**src/rtl/id_bypass_stage.sv**
```systemverilog
// id_bypass_stage: decode pipeline register with prioritised operand bypass,
// ready-aware interlock and a saturating stall-cycle counter.
module id_bypass_stage #(
  parameter int DATA_W = 32,
  parameter int PC_W   = 32,
  parameter int INST_W = 32,
  parameter int AW     = 5,
  parameter int NSRC   = 2,
  parameter int NFWD   = 3,
  parameter int CNT_W  = 16
) (
  input  logic                   clk,
  input  logic                   reset,
  input  logic                   fs2ds_valid,
  input  logic [PC_W-1:0]        fs2ds_pc,
  input  logic [INST_W-1:0]      fs2ds_inst,
  output logic                   ds_allowin,
  input  logic                   es_allowin,
  output logic                   ds2es_valid,
  output logic [PC_W-1:0]        ds_pc,
  output logic [INST_W-1:0]      ds_inst,
  input  logic                   flush,
  input  logic [NSRC-1:0]        src_en,
  input  logic [NSRC*AW-1:0]     src_addr,
  input  logic [NSRC*DATA_W-1:0] rf_rdata,
  input  logic [NFWD-1:0]        fwd_valid,
  input  logic [NFWD-1:0]        fwd_we,
  input  logic [NFWD*AW-1:0]     fwd_dest,
  input  logic [NFWD-1:0]        fwd_ready,
  input  logic [NFWD*DATA_W-1:0] fwd_data,
  output logic [NSRC*DATA_W-1:0] src_val,
  output logic                   stall,
  output logic [CNT_W-1:0]       stall_cnt,
  input  logic                   clr_cnt
);
  logic              ds_valid_q, ds_valid_d;
  logic [PC_W-1:0]   ds_pc_q, ds_pc_d;
  logic [INST_W-1:0] ds_inst_q, ds_inst_d;
  logic [CNT_W-1:0]  stall_cnt_q, stall_cnt_d;
  logic [NSRC-1:0]   hazard;
  logic              ds_ready_go, load;
  // Channels are scanned oldest-first so the youngest match overwrites both value and hazard.
  always_comb begin
    src_val = '0;
    hazard  = '0;
    for (int k = 0; k < NSRC; k++) begin
      src_val[k*DATA_W +: DATA_W] = rf_rdata[k*DATA_W +: DATA_W];
      for (int i = NFWD-1; i >= 0; i--)
        if (fwd_valid[i] && fwd_we[i] && src_en[k] && src_addr[k*AW +: AW] != '0 &&
            fwd_dest[i*AW +: AW] == src_addr[k*AW +: AW]) begin
          src_val[k*DATA_W +: DATA_W] = fwd_data[i*DATA_W +: DATA_W];
          hazard[k] = ~fwd_ready[i];
        end
    end
  end
  assign stall       = ds_valid_q & |hazard;
  assign ds_ready_go = ~stall;
  assign ds2es_valid = ds_valid_q & ds_ready_go & ~flush;
  assign ds_allowin  = ~ds_valid_q | (ds_ready_go & es_allowin);
  assign load        = fs2ds_valid & ds_allowin & ~flush;
  always_comb begin
    ds_valid_d  = flush ? 1'b0 : ds_allowin ? fs2ds_valid : ds_valid_q;
    ds_pc_d     = load ? fs2ds_pc : ds_pc_q;
    ds_inst_d   = load ? fs2ds_inst : ds_inst_q;
    stall_cnt_d = clr_cnt ? '0 :
                  (stall & ~flush & ~&stall_cnt_q) ? stall_cnt_q + 1'b1 : stall_cnt_q;
  end
  always_ff @(posedge clk) begin
    if (reset) begin
      ds_valid_q  <= 1'b0;
      ds_pc_q     <= '0;
      ds_inst_q   <= '0;
      stall_cnt_q <= '0;
    end else begin
      ds_valid_q  <= ds_valid_d;
      ds_pc_q     <= ds_pc_d;
      ds_inst_q   <= ds_inst_d;
      stall_cnt_q <= stall_cnt_d;
    end
  end
  assign ds_pc     = ds_pc_q;
  assign ds_inst   = ds_inst_q;
  assign stall_cnt = stall_cnt_q;
endmodule

```
**config.mk**
```make
export PLATFORM = sky130hd
export DESIGN_NAME = id_bypass_stage
export DESIGN_NICKNAME = d
export VERILOG_FILES = /design/src/rtl/id_bypass_stage.sv
export SDC_FILE = /design/constraint.sdc
export NUM_CORES = 1
export LEC_CHECK = 0
export BUFFER_PORTS_ARGS = -buffer_cell sky130_fd_sc_hd__buf_4
export CORE_AREA = 2 2 160 162
export CTS_BUF_LIST = sky130_fd_sc_hd__clkbuf_4
export DETAILED_ROUTE_END_ITERATION = 10
export DIE_AREA = 0 0 162 164
export GPL_TIMING_DRIVEN = 0
export PLACE_DENSITY_LB_ADDON = 0.1
export SLEW_MARGIN = 5
export SYNTH_ARGS = -nofsm -noshare
export SYNTH_HDL_FRONTEND = slang
export SYNTH_SLANG_ARGS = --single-unit
export TNS_END_PERCENT = 1
```
**constraint.sdc**
```tcl
create_clock -name clk -period 5.05 [get_ports clk]
set_input_delay 0.2525 -clock clk [delete_from_list [all_inputs] [get_ports clk]]
set_output_delay 0.2525 -clock clk [all_outputs]
set_load 0.02 [all_outputs]
```
; ---- Word-level counts from Yosys, hierarchy flattened
; Cells that the tools add are included.
[word_totals]
reg_bits = 81
input_bits = 266
[op_classes]
n_reduce_logical = 28
n_addsub = 1
n_eq_ne = 6
bitwise = 15
mux = 12
[ops]
columns = cell, n
row1 = two-way mux 32 bit, 6
row2 = equality test 5 bit, 6
row3 = logical AND 1 bit, 21
row4 = adder 16 x 1 -> 16 bit (second input constant), 1
row5 = AND reduction 16 bit, 1
row6 = nonzero test 5 bit, 2
row7 = AND 1 bit, 8
row8 = two-way mux 1 bit, 6
row9 = NOT 1 bit, 6
row10 = OR reduction 2 bit, 3
row11 = logical NOT 1 bit, 1
row12 = OR 1 bit, 1

; ---- Longest topological paths before layout
; Gate-level depths: netlist (run 1).
[logic_depth]
depth_word = 14
depth_mapped = 11
depth_no_buf = 8

; ---- Worst setup path before layout (run 1)
; No wires, ideal clock.
[synth_path]
path_kind = input port to flip-flop
start = in src_addr[4]
end = reg ds_inst_q[10] (netlist: ds_inst[10])
path_stages = 11
n_path_buf = 3
arrival_ns = 2.474
path_slack_ns = 2.444
cell_sequence = xor2_1 or4_4 nor4_4 o22ai_1 a211o_1 buf_6 o32a_1 buf_2 buf_1 nand2_1 a21oi_1
[synth_via]
elab_chain_cells = 13
elab_cells_between_ends = 20
[synth_rtl]
columns = item, line_no
row1 = start: declaration, 24  ; input logic [NSRC*AW-1:0] src_addr,
row2 = nonzero test 5 bit, 49  ; if (fwd_valid[i] && fwd_we[i] && src_en[k] && src_addr[k*AW +: AW] != '0 &&
row3 = logical AND 1 bit (2 in a row), 49
row4 = two-way mux 1 bit (2 in a row), 49
row5 = two-way mux 1 bit (*), 49
row6 = OR reduction 2 bit (*), 56  ; assign stall = ds_valid_q & |hazard;
row7 = AND 1 bit (*), 56
row8 = NOT 1 bit (*), 57  ; assign ds_ready_go = ~stall;
row9 = AND 1 bit (*), 59  ; assign ds_allowin = ~ds_valid_q | (ds_ready_go & es_allowin);
row10 = OR 1 bit (*), 59
row11 = AND 1 bit (*) (2 in a row), 60  ; assign load = fs2ds_valid & ds_allowin & ~flush;
row12 = end signal: assignment, 77  ; ds_inst_q <= ds_inst_d;
row13 = end: declaration, 38  ; logic [INST_W-1:0] ds_inst_q, ds_inst_d;
; Mark *: on every way between the ends. The rest lies on a longest branch, timed or not.
; A chain may end at the register's enable or synchronous reset.

; ---- Final worst setup path (run 1)
[layout_path]
start = in src_addr[7]
end = out src_val[37]
[layout_via]
elab_chain_cells = 6
elab_cells_between_ends = 13
[layout_rtl]
columns = item, line_no
row1 = nonzero test 5 bit, 49
row2 = logical AND 1 bit (2 in a row), 49
row3 = two-way mux 32 bit (2 in a row), 49
row4 = two-way mux 32 bit (*), 49
row5 = end: declaration, 31  ; output logic [NSRC*DATA_W-1:0] src_val,
; Marked as above.

==> run_summary.xml, run 1 <==
<?xml version="1.0" encoding="UTF-8"?>
<metrics>
  <group name="logic_synthesis">
    <metric name="async_flop_share" unit="">0</metric>
    <metric name="synth.largest_area_cell" unit="">sky130_fd_sc_hd__dfxtp_1</metric>
    <metric name="post_synth.cell_area_avg" unit="sq um">6.88</metric>
    <metric name="post-synth-top-area-fraction" unit="">0.295</metric>
    <metric name="ys_seq_elements" unit="">81</metric>
    <metric name="synthTopCellsByArea" unit="">sky130_fd_sc_hd__dfxtp_1, sky130_fd_sc_hd__nand2_1, sky130_fd_sc_hd__mux2i_1</metric>
    <metric name="synth-warning-count" unit="">0</metric>
    <metric name="synth_cells" unit="">799</metric>
    <metric name="syn_nets" unit="">1066</metric>
    <metric name="synth_enable_flop_cells" unit="">0</metric>
    <metric name="synth_flop_cell" unit="">sky130_fd_sc_hd__dfxtp_1</metric>
    <metric name="synth.distinct_cells" unit="">48</metric>
    <metric name="netlist_area_before_placement" unit="sq um">5500</metric>
    <metric name="seq_area_frac_synth" unit="">0.295</metric>
  </group>
  <group name="placement">
    <metric name="hpwlAfterDp" unit="um">23300</metric>
    <metric name="port-buffer-count" unit="">412</metric>
    <metric name="dpl.cell_count" unit="">1541</metric>
    <metric name="gp_weighted_congestion" unit="">0.909</metric>
    <metric name="cell_area_after_placement" unit="sq um">9000</metric>
  </group>
  <group name="timing">
    <metric name="transition_time_at_the_pin_with_the_least_slew_margin" unit="ps">899</metric>
    <metric name="number_of_failing_hold_endpoints_at_the_final_stage" unit="">0</metric>
    <metric name="timing.setup.tns" unit="ps">0</metric>
    <metric name="finish_stage_setup_viols" unit="">0</metric>
    <metric name="fin_skew" unit="ps">21.5</metric>
    <metric name="timing.final.crit_period" unit="ps">3230</metric>
    <metric name="achievable-frequency" unit="MHz">310</metric>
    <metric name="post-route-period-util" unit="">0.639</metric>
    <metric name="hold_ws" unit="ps">48.3</metric>
    <metric name="maxSlewHeadroom" unit="">0.401</metric>
    <metric name="grt_setup_unrepaired" unit="">false</metric>
    <metric name="number_of_max_slew_violations_in_the_final_report" unit="">0</metric>
  </group>
  <group name="cts">
    <metric name="clock-root-buffer" unit="">sky130_fd_sc_hd__clkbuf_4</metric>
    <metric name="cts.htree.levels" unit="">3</metric>
    <metric name="numCtsBuffers" unit="">9</metric>
    <metric name="clock_edge_transition_at_the_registers_on_the_reported_setup_and_hold_paths" unit="ps">140</metric>
    <metric name="cts.sink_count" unit="">81</metric>
    <metric name="post_cts.repair.setup_buffers" unit="">0</metric>
    <metric name="tritoncts" unit="">done</metric>
    <metric name="cts-root-to-sink-buffers" unit="">2</metric>
    <metric name="insertion_delay" unit="ps">430</metric>
  </group>
  <group name="job">
    <metric name="maximum_capacitance_violations" unit="">0</metric>
  </group>
  <group name="detailed_routing">
    <metric name="wirelength" unit="um">28500</metric>
    <metric name="detail_route.wl_per_cell" unit="um">17.8</metric>
    <metric name="route.vias.total" unit="">7334</metric>
    <metric name="postRouteAntennaNets" unit="">0</metric>
    <metric name="drcViolationCount" unit="">0</metric>
    <metric name="drt-pass1-iter-count" unit="">7</metric>
    <metric name="dr.first_iter.drc_count" unit="">375</metric>
    <metric name="avgViaCountPerCell" unit="">4.58</metric>
  </group>
  <group name="min_path">
    <metric name="hold_path_class" unit="">input pin to flop</metric>
  </group>
  <group name="final_layout">
    <metric name="fraction_of_final_layout_cells_with_drive_strength_greater_than_1" unit="">0.353</metric>
    <metric name="design_area" unit="sq um">9550</metric>
    <metric name="final.fill_count" unit="">2732</metric>
    <metric name="finalNetCount" unit="">1531</metric>
    <metric name="area_delta_synth_final" unit="%">73.7</metric>
    <metric name="most-common-layout-cells" unit="">sky130_fd_sc_hd__buf_4, sky130_fd_sc_hd__nand2_1, sky130_fd_sc_hd__a21oi_1, sky130_fd_sc_hd__o21ai_1, sky130_fd_sc_hd__dfxtp_1</metric>
    <metric name="final_common_cell" unit="">sky130_fd_sc_hd__buf_4</metric>
    <metric name="post_layout_nonfiller_instances" unit="">1601</metric>
  </group>
  <group name="outcome">
    <metric name="run_status" unit="">completed</metric>
  </group>
  <group name="critical_path">
    <metric name="reg2reg_depth" unit="">9</metric>
    <metric name="reg2reg_slack" unit="ps">2590</metric>
    <metric name="worst_setup_path_start_kind" unit="">input pin</metric>
    <metric name="worst_ep_required_time" unit="ps">4800</metric>
    <metric name="worst_ep_arrival_time" unit="ps">2980</metric>
    <metric name="critPathLaunch" unit="">src_addr[7]</metric>
    <metric name="timing.critical_path.fanout_max" unit="">10</metric>
    <metric name="timing.setup.critical_path_class" unit="">input pin to output port</metric>
    <metric name="worst_flop_to_flop_path_startpoint" unit="">stall_cnt[3]</metric>
    <metric name="regToRegEndpoint" unit="">stall_cnt[7]</metric>
    <metric name="worstSetupEndpoint" unit="">src_val[37]</metric>
    <metric name="end_kind" unit="">output port</metric>
  </group>
  <group name="power">
    <metric name="max-vdd-ir-drop" unit="mV">0.0926</metric>
    <metric name="p_leak" unit="nW">4.07</metric>
    <metric name="design_power_total" unit="mW">1.65</metric>
    <metric name="pwr_density_cell" unit="nW/um^2">173</metric>
  </group>
  <group name="die">
    <metric name="placementRows" unit="">58</metric>
    <metric name="dieWidth" unit="um">162</metric>
    <metric name="fp.dieArea" unit="sq um">26600</metric>
    <metric name="design.portCount" unit="">413</metric>
    <metric name="start_util" unit="">0.222</metric>
    <metric name="die_y_extent" unit="um">164</metric>
    <metric name="core" unit="sq um">24800</metric>
  </group>
  <group name="global_routing">
    <metric name="global_route_wire_length_before_repair" unit="um">41700</metric>
    <metric name="grt-ovfl-total" unit="">0</metric>
    <metric name="number_of_global_route_vias_before_repair" unit="">7192</metric>
    <metric name="number_of_antenna_violations_at_the_first_check_in_global_routing" unit="">2</metric>
    <metric name="pin_count_of_the_biggest_net_entering_global_routing" unit="">16</metric>
    <metric name="grt_usage" unit="">0.204</metric>
  </group>
</metrics>
[metal layers]
layer	global-route usage	vias to the layer above	part of all wire	wire [um]
met1	0.235	3316	0.39	11100
met4	0.0813	0	0.034	972
met3	0.0689	44	0.083	2370
met5	0	-	0	0
met2	0.349	298	0.49	14000
li1	-	3676	-	-
[worst min-delay path by stage]
stage                        start          end  slack (ps)  depth (start not counted)
floorplan               es_allowin   ds_valid_q         360                          1
global placement        ds_inst[0]   ds_inst[0]         440                          2
detailed placement      ds_inst[6]   ds_inst[6]         450                          2
CTS                    fs2ds_pc[7]     ds_pc[7]         0.9                          3
global route          fs2ds_pc[21]    ds_pc[21]           3                          3
finish              fs2ds_inst[14]  ds_inst[14]          50                          3
[power by group]
| group | total [mW] | leakage (nW) | internal (mW) | switching [mW] |
|---|---|---|---|---|
| logic | 0.600 | 3.35 | 0.307 | 0.292 |
| registers | 0.686 | 0.662 | 0.670 | 0.0155 |
| clock network | 0.365 | 0.0606 | 0.105 | 0.261 |
[flip-flops by register name, summed over array words and instances (netlist names)]
name / flops
ds_inst: 32
ds_pc: 32
stall_cnt: 16
ds_valid_q: 1
[kinds of logic (layout without fill, tap and decap cells)]
family,count (synthesis),after routing,share of synthesized area
AND/OR/NAND/NOR,328,328,0.256
adder cells (fa/ha/maj),1,1,0.00228
XOR/XNOR,35,35,0.0558
AO/OA/AOI/OAI,225,225,0.218
buffers and inverters,64,534,0.0544
multiplexers,65,65,0.118
other,0,2,0
flip-flops,81,81,0.295
[metrics by stage]
stage          setup slack (ps)  utilization
2_1_floorplan              2440            -
3_3_place_gp               1690        0.363
3_5_place_dp               1710        0.363
4_1_cts                    1760        0.385
5_1_grt                    1610        0.385
6_report                   1820        0.385
[worst max-delay path: stages]
cell and delay [ps]:
sky130_fd_sc_hd__buf_4 140, sky130_fd_sc_hd__xor2_1 130, sky130_fd_sc_hd__or4_1 560, sky130_fd_sc_hd__nor4_4 380, sky130_fd_sc_hd__clkbuf_1 700, sky130_fd_sc_hd__mux2i_1 270, sky130_fd_sc_hd__nor2_1 50, sky130_fd_sc_hd__a21oi_1 210
sky130_fd_sc_hd__o21ai_1 90, sky130_fd_sc_hd__buf_4 180
[final cells by class]
cell class,count,area [sq um],area share
Multi-Input combinational cell,654,3580,0.375
Timing Repair Buffer,454,3510,0.368
Antenna cell,2,5.00,0.000524
Sequential cell,81,1620,0.170
Tap cell,330,413,0.0432
Clock inverter,7,53.8,0.00563
Clock buffer,9,67.6,0.00707
Buffer,58,277,0.0290
Inverter,6,22.5,0.00236
[synthesized netlist by cell type (2+ instances only)]
| cell type | count |
|---|---|
| sky130_fd_sc_hd__nand4_1 | 5 |
| sky130_fd_sc_hd__nand2_1 | 237 |
| sky130_fd_sc_hd__clkbuf_1 | 31 |
| sky130_fd_sc_hd__xnor2_1 | 16 |
| sky130_fd_sc_hd__or3_1 | 6 |
| sky130_fd_sc_hd__o21ai_1 | 103 |
| sky130_fd_sc_hd__a21oi_1 | 104 |
| sky130_fd_sc_hd__nor2_1 | 44 |
| sky130_fd_sc_hd__inv_1 | 5 |
| sky130_fd_sc_hd__o21ai_2 | 2 |
| sky130_fd_sc_hd__or4_1 | 9 |
| sky130_fd_sc_hd__o211ai_1 | 2 |
| sky130_fd_sc_hd__mux2i_1 | 65 |
| sky130_fd_sc_hd__o31ai_1 | 2 |
| sky130_fd_sc_hd__and3_1 | 2 |
| sky130_fd_sc_hd__dfxtp_1 | 81 |
| sky130_fd_sc_hd__buf_2 | 5 |
| sky130_fd_sc_hd__nor4_1 | 3 |
| sky130_fd_sc_hd__nor4_4 | 2 |
| sky130_fd_sc_hd__nor3_1 | 2 |
| sky130_fd_sc_hd__and2_1 | 2 |
| sky130_fd_sc_hd__xor2_1 | 19 |
| sky130_fd_sc_hd__buf_1 | 15 |
| sky130_fd_sc_hd__nand2b_1 | 2 |
| sky130_fd_sc_hd__o2111ai_1 | 3 |
| sky130_fd_sc_hd__buf_6 | 7 |
| sky130_fd_sc_hd__nand3_1 | 4 |
[what timing repair did]
item,CTS,global route
endpoints found under the hold margin,42,0
gates resized for setup,0,0
hold buffers,42,0
No activity file was read; power rests on OpenSTA's default activity.
==> inputs of run 2 (changes only) <==
- ABC_AREA: not set -> 1
- CORE_AREA: 2 2 160 162 -> 2 2 162 164
- DIE_AREA: 0 0 162 164 -> 0 0 164 166
- clock period: 5.05 -> 3.2 ns (I/O delays scaled with it)
==> run_summary.xml, run 2 <==
<?xml version="1.0" encoding="UTF-8"?>
<metrics>
  <group name="detailed_routing">
    <metric name="drcViolationCount" unit="">0</metric>
    <metric name="drt-pass1-iter-count" unit="">5</metric>
    <metric name="detail_route.wl_per_cell" unit="um">18.3</metric>
    <metric name="dr.first_iter.drc_count" unit="">662</metric>
    <metric name="postRouteAntennaNets" unit="">0</metric>
    <metric name="route.vias.total" unit="">9055</metric>
    <metric name="wirelength" unit="um">34800</metric>
    <metric name="avgViaCountPerCell" unit="">4.76</metric>
  </group>
  <group name="min_path">
    <metric name="hold_path_cells" unit="">5</metric>
    <metric name="hold-path-endpoint" unit="">ds_pc[2]</metric>
    <metric name="min-delay-start" unit="">fs2ds_pc[2]</metric>
    <metric name="hold_path_class" unit="">input pin to flop</metric>
  </group>
  <group name="die">
    <metric name="die_y_extent" unit="um">166</metric>
    <metric name="placementRows" unit="">59</metric>
    <metric name="fp.dieArea" unit="sq um">27200</metric>
    <metric name="start_util" unit="">0.247</metric>
    <metric name="core" unit="sq um">25600</metric>
    <metric name="design.portCount" unit="">413</metric>
    <metric name="dieWidth" unit="um">164</metric>
  </group>
  <group name="logic_synthesis">
    <metric name="synth_cells" unit="">1072</metric>
    <metric name="async_flop_share" unit="">0</metric>
    <metric name="synth_most_common_cell" unit="">sky130_fd_sc_hd__nand2_1</metric>
    <metric name="yosys-top-cells-count" unit="">sky130_fd_sc_hd__nand2_1, sky130_fd_sc_hd__nor2_1, sky130_fd_sc_hd__inv_1, sky130_fd_sc_hd__a21oi_1, sky130_fd_sc_hd__dfxtp_1</metric>
    <metric name="post-synth-top-area-fraction" unit="">0.256</metric>
    <metric name="synthTopCellsByArea" unit="">sky130_fd_sc_hd__dfxtp_1, sky130_fd_sc_hd__nand2_1, sky130_fd_sc_hd__nor2_1</metric>
    <metric name="synth-warning-count" unit="">0</metric>
    <metric name="synth_compound_area_frac" unit="">0.204</metric>
    <metric name="syn_nets" unit="">1339</metric>
    <metric name="synth.largest_area_cell" unit="">sky130_fd_sc_hd__dfxtp_1</metric>
    <metric name="synthSimpleGateAreaFrac" unit="">0.382</metric>
    <metric name="netlist_area_before_placement" unit="sq um">6330</metric>
    <metric name="ys_seq_elements" unit="">81</metric>
    <metric name="synth_fa_ha_area_frac" unit="">0.00198</metric>
    <metric name="post_synth.cell_area_avg" unit="sq um">5.90</metric>
    <metric name="synth_xor_area_frac" unit="">0.0249</metric>
    <metric name="combinational_family_with_the_most_area_after_synthesis" unit="">simple AND/OR/NAND/NOR gates</metric>
    <metric name="synth_enable_flop_cells" unit="">0</metric>
    <metric name="synth.distinct_cells" unit="">31</metric>
    <metric name="yosys-mux-area-fraction" unit="">0</metric>
    <metric name="synth_flop_cell" unit="">sky130_fd_sc_hd__dfxtp_1</metric>
    <metric name="seq_area_frac_synth" unit="">0.256</metric>
  </group>
  <group name="critical_path">
    <metric name="end_kind" unit="">output port</metric>
    <metric name="timing.setup.critical_path_class" unit="">input pin to output port</metric>
    <metric name="worst_setup_path_start_kind" unit="">input pin</metric>
    <metric name="timing.critical_path.cells" unit="">buf_4 &gt; nor2_1 &gt; nand4_1 &gt; nand2_1 &gt; inv_1 &gt; nand2_1 &gt; clkbuf_1 &gt; clkbuf_1 &gt; a31oi_1 &gt; buf_4</metric>
    <metric name="critPathLaunch" unit="">src_addr[5]</metric>
    <metric name="crit_path_max_incr_delay" unit="ps">740</metric>
    <metric name="reg2reg_depth" unit="">8</metric>
    <metric name="regToRegEndpoint" unit="">stall_cnt[2]</metric>
    <metric name="cp.buffers_inverters" unit="">5</metric>
    <metric name="critical_path.slowest_cell" unit="">sky130_fd_sc_hd__clkbuf_1</metric>
    <metric name="worst_flop_to_flop_path_startpoint" unit="">stall_cnt[0]</metric>
    <metric name="worst_ep_arrival_time" unit="ps">2450</metric>
    <metric name="reg2reg_slack" unit="ps">830</metric>
    <metric name="timing.critical_path.fanout_max" unit="">10</metric>
    <metric name="crit_family" unit="">buffers and inverters</metric>
    <metric name="worst_ep_required_time" unit="ps">3040</metric>
  </group>
  <group name="global_routing">
    <metric name="global_route_wire_length_before_repair" unit="um">51400</metric>
    <metric name="grt-ovfl-total" unit="">0</metric>
    <metric name="grt_usage" unit="">0.247</metric>
    <metric name="pin_count_of_the_biggest_net_entering_global_routing" unit="">17</metric>
    <metric name="number_of_global_route_vias_before_repair" unit="">8695</metric>
    <metric name="number_of_antenna_violations_at_the_first_check_in_global_routing" unit="">5</metric>
  </group>
  <group name="placement">
    <metric name="port-buffer-count" unit="">412</metric>
    <metric name="pre_cts_ws" unit="ps">616</metric>
    <metric name="gp_weighted_congestion" unit="">0.965</metric>
    <metric name="hpwlAfterDp" unit="um">27200</metric>
  </group>
  <group name="cts">
    <metric name="clock-root-buffer" unit="">sky130_fd_sc_hd__clkbuf_4</metric>
    <metric name="tritoncts" unit="">done</metric>
    <metric name="cts.sink_count" unit="">81</metric>
    <metric name="cts-root-to-sink-buffers" unit="">2</metric>
    <metric name="clock_edge_transition_at_the_registers_on_the_reported_setup_and_hold_paths" unit="ps">140</metric>
    <metric name="post_cts_resize_count" unit="">0</metric>
    <metric name="post_cts.repair.setup_buffers" unit="">0</metric>
    <metric name="cts.htree.levels" unit="">3</metric>
    <metric name="insertion_delay" unit="ps">470</metric>
    <metric name="hold_buffers" unit="">65</metric>
    <metric name="numCtsBuffers" unit="">9</metric>
  </group>
  <group name="final_layout">
    <metric name="combined_area_of_the_multi_input_logic_cells" unit="sq um">3880</metric>
    <metric name="register_area" unit="sq um">1620</metric>
    <metric name="area_delta_synth_final" unit="%">68.7</metric>
    <metric name="final_common_cell" unit="">sky130_fd_sc_hd__buf_4</metric>
    <metric name="fraction_of_final_layout_cells_with_drive_strength_greater_than_1" unit="">0.322</metric>
    <metric name="most-common-layout-cells" unit="">sky130_fd_sc_hd__buf_4, sky130_fd_sc_hd__nand2_1, sky130_fd_sc_hd__nor2_1, sky130_fd_sc_hd__inv_1, sky130_fd_sc_hd__a21oi_1</metric>
    <metric name="finalNetCount" unit="">1827</metric>
    <metric name="final.fill_count" unit="">2831</metric>
  </group>
  <group name="power">
    <metric name="design_power_total" unit="mW">2.95</metric>
    <metric name="max-vdd-ir-drop" unit="mV">0.169</metric>
    <metric name="pwr_density_cell" unit="nW/um^2">276</metric>
    <metric name="p_leak" unit="nW">5.25</metric>
  </group>
  <group name="timing">
    <metric name="transition_time_at_the_pin_with_the_least_slew_margin" unit="ps">964</metric>
    <metric name="number_of_max_slew_violations_in_the_final_report" unit="">0</metric>
    <metric name="grt_setup_unrepaired" unit="">false</metric>
    <metric name="post-route-period-util" unit="">0.814</metric>
    <metric name="finish_stage_setup_viols" unit="">0</metric>
    <metric name="timing.setup.tns" unit="ps">0</metric>
    <metric name="fin_skew" unit="ps">27.9</metric>
    <metric name="achievable-frequency" unit="MHz">384</metric>
    <metric name="timing.final.crit_period" unit="ps">2610</metric>
    <metric name="maxSlewHeadroom" unit="">0.358</metric>
    <metric name="number_of_failing_hold_endpoints_at_the_final_stage" unit="">0</metric>
    <metric name="final_critical_path_setup_slack" unit="ps">594</metric>
  </group>
  <group name="job">
    <metric name="maximum_capacitance_violations" unit="">0</metric>
  </group>
  <group name="outcome">
    <metric name="run_status" unit="">completed</metric>
  </group>
</metrics>
## run 2: cell count changes after synthesis, sizes merged, moves of 30 or more
cell	before	now
a31oi	1	65
inv	5	117
mux2i	65	0
nand2	237	288
nand3	4	82
nor2	45	134
o211ai	2	32
o21ai	106	1
o22ai	1	32
or2	1	32
## run 2: worst reg2reg max path: stages, from the launching register on
cell	delay, ps
sky130_fd_sc_hd__dfxtp_1	480
sky130_fd_sc_hd__ha_1	260
sky130_fd_sc_hd__nand2_1	90
sky130_fd_sc_hd__nor3_1	440
sky130_fd_sc_hd__a31oi_1	380
sky130_fd_sc_hd__nand3_2	260
sky130_fd_sc_hd__buf_4	220
sky130_fd_sc_hd__nand2_1	70
sky130_fd_sc_hd__a21oi_1	110
## run 2: final cells by class
class,instances,share of cell area
multi-input cells,798,0.364
well taps,335,0.0393
inverters,119,0.0418
plain buffers,74,0.0354
diodes,3,0.000703
flip-flops and latches,81,0.152
repair buffers,477,0.351
clock inverters,7,0.0103
clock buffers,9,0.00633
## run 2: layer usage
metal / up-vias / wire length (um) / GRT usage
li1: 4514 / - / -
met1: 4120 / 15000 / 0.320
met2: 360 / 15600 / 0.392
met3: 59 / 2810 / 0.0619
met4: 2 / 1330 / 0.0961
met5: - / 12 / 0
## run 2: power by group
part	internal (mW)	total, mW	switching (mW)	leakage [nW]
registers	1.06	1.10	0.0311	0.665
clock network	0.335	0.775	0.439	0.0925
logic	0.539	1.08	0.537	4.49
total	1.94	2.95	1.01	5.25
## run 2: metrics by stage
stage	area, sq um	hold slack, ps	utilization	std cells
global placement	9840	362	0.384	1819
global route	10700	46.7	0.417	1903
floorplan	6330	237	-	1072
finish	10700	53.6	0.417	1903
detailed placement	9840	362	0.384	1819
CTS	10700	9.25	0.417	1900
## run 2: worst max-delay path by stage
stage | end | slack, ps | cells after the start
3_3_place_gp | src_val[63] | 590 | 10
6_report | src_val[54] | 590 | 10
3_5_place_dp | src_val[63] | 620 | 10
2_1_floorplan | stall_cnt[2] | 1240 | 8
5_1_grt | src_val[63] | 400 | 10
4_1_cts | src_val[63] | 610 | 10
## run 2: logic make-up after synthesis
family          count (synthesis)
simple gates                  563
buf+inv                       193
flops                          81
compound gates                216
xor+xnor                       18
fa+ha+maj                       1
==> inputs of run 3 (changes only) <==
- clock period: 3.2 -> 2.35 ns (I/O delays scaled with it)
==> run_summary.xml, run 3 (synthesis gave the netlist of run 2 again) <==
<?xml version="1.0" encoding="UTF-8"?>
<metrics>
  <group name="outcome">
    <metric name="run_status" unit="">completed</metric>
  </group>
  <group name="power">
    <metric name="p_leak" unit="nW">5.28</metric>
    <metric name="swShare" unit="">0.343</metric>
    <metric name="switching_power" unit="mW">1.38</metric>
    <metric name="power_frac_clock" unit="">0.264</metric>
    <metric name="pwr_density_cell" unit="nW/um^2">375</metric>
    <metric name="design_power_total" unit="mW">4.03</metric>
    <metric name="sequentialPowerShare" unit="">0.371</metric>
    <metric name="power.combinational.fraction" unit="">0.365</metric>
    <metric name="max-vdd-ir-drop" unit="mV">0.231</metric>
    <metric name="intPower" unit="mW">2.64</metric>
  </group>
  <group name="critical_path">
    <metric name="timing.setup.critical_path_class" unit="">input pin to output port</metric>
    <metric name="cp.buffers_inverters" unit="">4</metric>
    <metric name="worst_ep_required_time" unit="ps">2230</metric>
    <metric name="crit_path_max_incr_delay" unit="ps">710</metric>
    <metric name="worst_setup_path_start_kind" unit="">input pin</metric>
    <metric name="reg2reg_slack" unit="ps">260</metric>
    <metric name="worst_ep_arrival_time" unit="ps">2230</metric>
    <metric name="worst_flop_to_flop_path_startpoint" unit="">stall_cnt[0]</metric>
    <metric name="reg2reg_depth" unit="">8</metric>
    <metric name="regToRegEndpoint" unit="">stall_cnt[2]</metric>
    <metric name="crit_family" unit="">buffers and inverters</metric>
    <metric name="timing.critical_path.cells" unit="">buf_4 &gt; nor2_1 &gt; nand4_1 &gt; nand2_1 &gt; nor2_4 &gt; inv_2 &gt; clkbuf_1 &gt; o211ai_1 &gt; a31oi_1 &gt; buf_4</metric>
    <metric name="critical_path.slowest_cell" unit="">sky130_fd_sc_hd__clkbuf_1</metric>
    <metric name="end_kind" unit="">output port</metric>
    <metric name="timing.critical_path.fanout_max" unit="">10</metric>
    <metric name="crit_top_cell" unit="">sky130_fd_sc_hd__buf_4</metric>
  </group>
  <group name="die">
    <metric name="fp.dieArea" unit="sq um">27200</metric>
    <metric name="dieWidth" unit="um">164</metric>
    <metric name="die_y_extent" unit="um">166</metric>
    <metric name="core" unit="sq um">25600</metric>
    <metric name="placementRows" unit="">59</metric>
    <metric name="start_util" unit="">0.247</metric>
    <metric name="design.portCount" unit="">413</metric>
  </group>
  <group name="min_path">
    <metric name="hold_path_class" unit="">input pin to flop</metric>
    <metric name="min-delay-start" unit="">flush</metric>
    <metric name="hold_path_cells" unit="">4</metric>
    <metric name="hold-path-endpoint" unit="">stall_cnt[14]</metric>
  </group>
  <group name="timing">
    <metric name="finish_stage_setup_viols" unit="">0</metric>
    <metric name="post-route-period-util" unit="">0.998</metric>
    <metric name="final_critical_path_setup_slack" unit="ps">3.87</metric>
    <metric name="transition_time_at_the_pin_with_the_least_slew_margin" unit="ps">922</metric>
    <metric name="number_of_max_slew_violations_in_the_final_report" unit="">0</metric>
    <metric name="timing.final.crit_period" unit="ps">2350</metric>
    <metric name="number_of_failing_hold_endpoints_at_the_final_stage" unit="">0</metric>
    <metric name="fin_skew" unit="ps">36.0</metric>
    <metric name="grt_setup_unrepaired" unit="">true</metric>
    <metric name="achievable-frequency" unit="MHz">426</metric>
    <metric name="maxSlewHeadroom" unit="">0.385</metric>
  </group>
  <group name="detailed_routing">
    <metric name="wirelength" unit="um">34800</metric>
    <metric name="met3RoutedLength" unit="um">2860</metric>
    <metric name="routedLengthMet1" unit="um">14900</metric>
    <metric name="drcViolationCount" unit="">0</metric>
    <metric name="avgViaCountPerCell" unit="">4.78</metric>
    <metric name="drt-pass1-iter-count" unit="">5</metric>
    <metric name="postRouteAntennaNets" unit="">0</metric>
    <metric name="dr.first_iter.drc_count" unit="">653</metric>
    <metric name="highest_layer" unit="">met5</metric>
    <metric name="route.vias.total" unit="">9108</metric>
    <metric name="detail_route.wl_per_cell" unit="um">18.3</metric>
    <metric name="met2_length" unit="um">15600</metric>
  </group>
  <group name="final_layout">
    <metric name="final_common_cell" unit="">sky130_fd_sc_hd__buf_4</metric>
    <metric name="post_layout_nonfiller_instances" unit="">1906</metric>
    <metric name="most-common-layout-cells" unit="">sky130_fd_sc_hd__buf_4, sky130_fd_sc_hd__nand2_1, sky130_fd_sc_hd__nor2_1, sky130_fd_sc_hd__inv_1, sky130_fd_sc_hd__a21oi_1</metric>
    <metric name="area_delta_synth_final" unit="%">69.5</metric>
    <metric name="design_area" unit="sq um">10700</metric>
    <metric name="finish.utilization" unit="">0.419</metric>
    <metric name="finalNetCount" unit="">1829</metric>
    <metric name="fraction_of_final_layout_cells_with_drive_strength_greater_than_1" unit="">0.329</metric>
  </group>
  <group name="global_routing">
    <metric name="number_of_antenna_violations_at_the_first_check_in_global_routing" unit="">5</metric>
    <metric name="grt-ovfl-total" unit="">0</metric>
    <metric name="pin_count_of_the_biggest_net_entering_global_routing" unit="">17</metric>
    <metric name="global_route_wire_length_before_repair" unit="um">51600</metric>
    <metric name="grt_usage" unit="">0.247</metric>
    <metric name="number_of_global_route_vias_before_repair" unit="">8719</metric>
  </group>
  <group name="placement">
    <metric name="port-buffer-count" unit="">412</metric>
    <metric name="hpwlAfterDp" unit="um">27200</metric>
    <metric name="pre_cts_ws" unit="ps">-149</metric>
    <metric name="gp_weighted_congestion" unit="">0.965</metric>
    <metric name="cell_area_after_placement" unit="sq um">9840</metric>
    <metric name="dpl.cell_count" unit="">1819</metric>
  </group>
  <group name="cts">
    <metric name="cts.sink_count" unit="">81</metric>
    <metric name="tritoncts" unit="">done</metric>
    <metric name="insertion_delay" unit="ps">480</metric>
    <metric name="numCtsBuffers" unit="">9</metric>
    <metric name="cts.htree.levels" unit="">3</metric>
    <metric name="cts-root-to-sink-buffers" unit="">2</metric>
    <metric name="clock_edge_transition_at_the_registers_on_the_reported_setup_and_hold_paths" unit="ps">180</metric>
    <metric name="clock-root-buffer" unit="">sky130_fd_sc_hd__clkbuf_4</metric>
  </group>
  <group name="job">
    <metric name="maximum_capacitance_violations" unit="">0</metric>
  </group>
</metrics>
-- run 3: changes by cell type in the layout (fill, tap and decap cells not counted), moves of 2 or more --
cell / before / now
sky130_fd_sc_hd__clkbuf_1: 48 / 41
sky130_fd_sc_hd__clkbuf_2: 0 / 8
sky130_fd_sc_hd__buf_1: 10 / 8
sky130_fd_sc_hd__dlygate4sd3_1: 65 / 67
sky130_fd_sc_hd__nor3_1: 7 / 5
sky130_fd_sc_hd__nor3_2: 0 / 2
-- run 3: power groups by stage --
stage	registers (mW)	clock network (mW)	logic, mW
2_1_floorplan	1.61	0	0.527
3_3_place_gp	1.52	0	1.37
3_5_place_dp	1.52	0	1.38
4_1_cts	1.49	1.10	1.47
5_1_grt	1.50	1.15	1.59
6_report	1.49	1.06	1.47
-- run 3: worst max path at each step --
stage / to / from / depth (start not counted)
after floorplan: stall_cnt[2] / stall_cnt[0] / 8
after global placement: src_val[63] / src_addr[5] / 10
after detailed placement: src_val[63] / src_addr[5] / 10
after CTS: src_val[30] / src_addr[2] / 10
after global routing: src_val[20] / src_addr[2] / 9
final: src_val[54] / src_addr[5] / 10
-- run 3: stage by stage --
step / hold WS [ps] / TNS (ps)
after floorplan: 194 / 0
after global placement: 319 / -1640
after detailed placement: 320 / -1750
after CTS: 47.9 / 0
after global routing: 19.7 / -1080
final: 35.0 / 0
-- run 3: final cells by class --
| type | count | area [sq um] |
|---|---|---|
| inverters | 119 | 447 |
| flip-flops and latches | 81 | 1620 |
| fillers | 2821 | 14900 |
| clock buffers | 9 | 67.6 |
| repair buffers | 479 | 3760 |
| clock inverters | 7 | 110 |
| diodes | 4 | 10.0 |
| multi-input cells | 798 | 3900 |
| plain buffers | 74 | 389 |
| well taps | 335 | 419 |
-- run 3: tightest hold or removal path, cell delays in order --
cell	delay, ps
sky130_fd_sc_hd__buf_4	120
sky130_fd_sc_hd__a31oi_2	90
sky130_fd_sc_hd__nand4_1	110
sky130_fd_sc_hd__a21oi_1	60
-- run 3: repair_timing --
action,in CTS,in global routing
hold buffers,67,0
gates resized for setup,6,12
endpoints found under the hold margin,67,0
endpoints found under the setup margin,26,62
pin swaps,0,0
setup buffers,0,0
-- run 3: routing by layer --
| layer | global-route usage | up-vias |
|---|---|---|
| met2 | 0.393 | 389 |
| met4 | 0.0976 | 2 |
| met5 | 0 | - |
| met3 | 0.0617 | 67 |
| met1 | 0.321 | 4125 |
| li1 | - | 4525 |
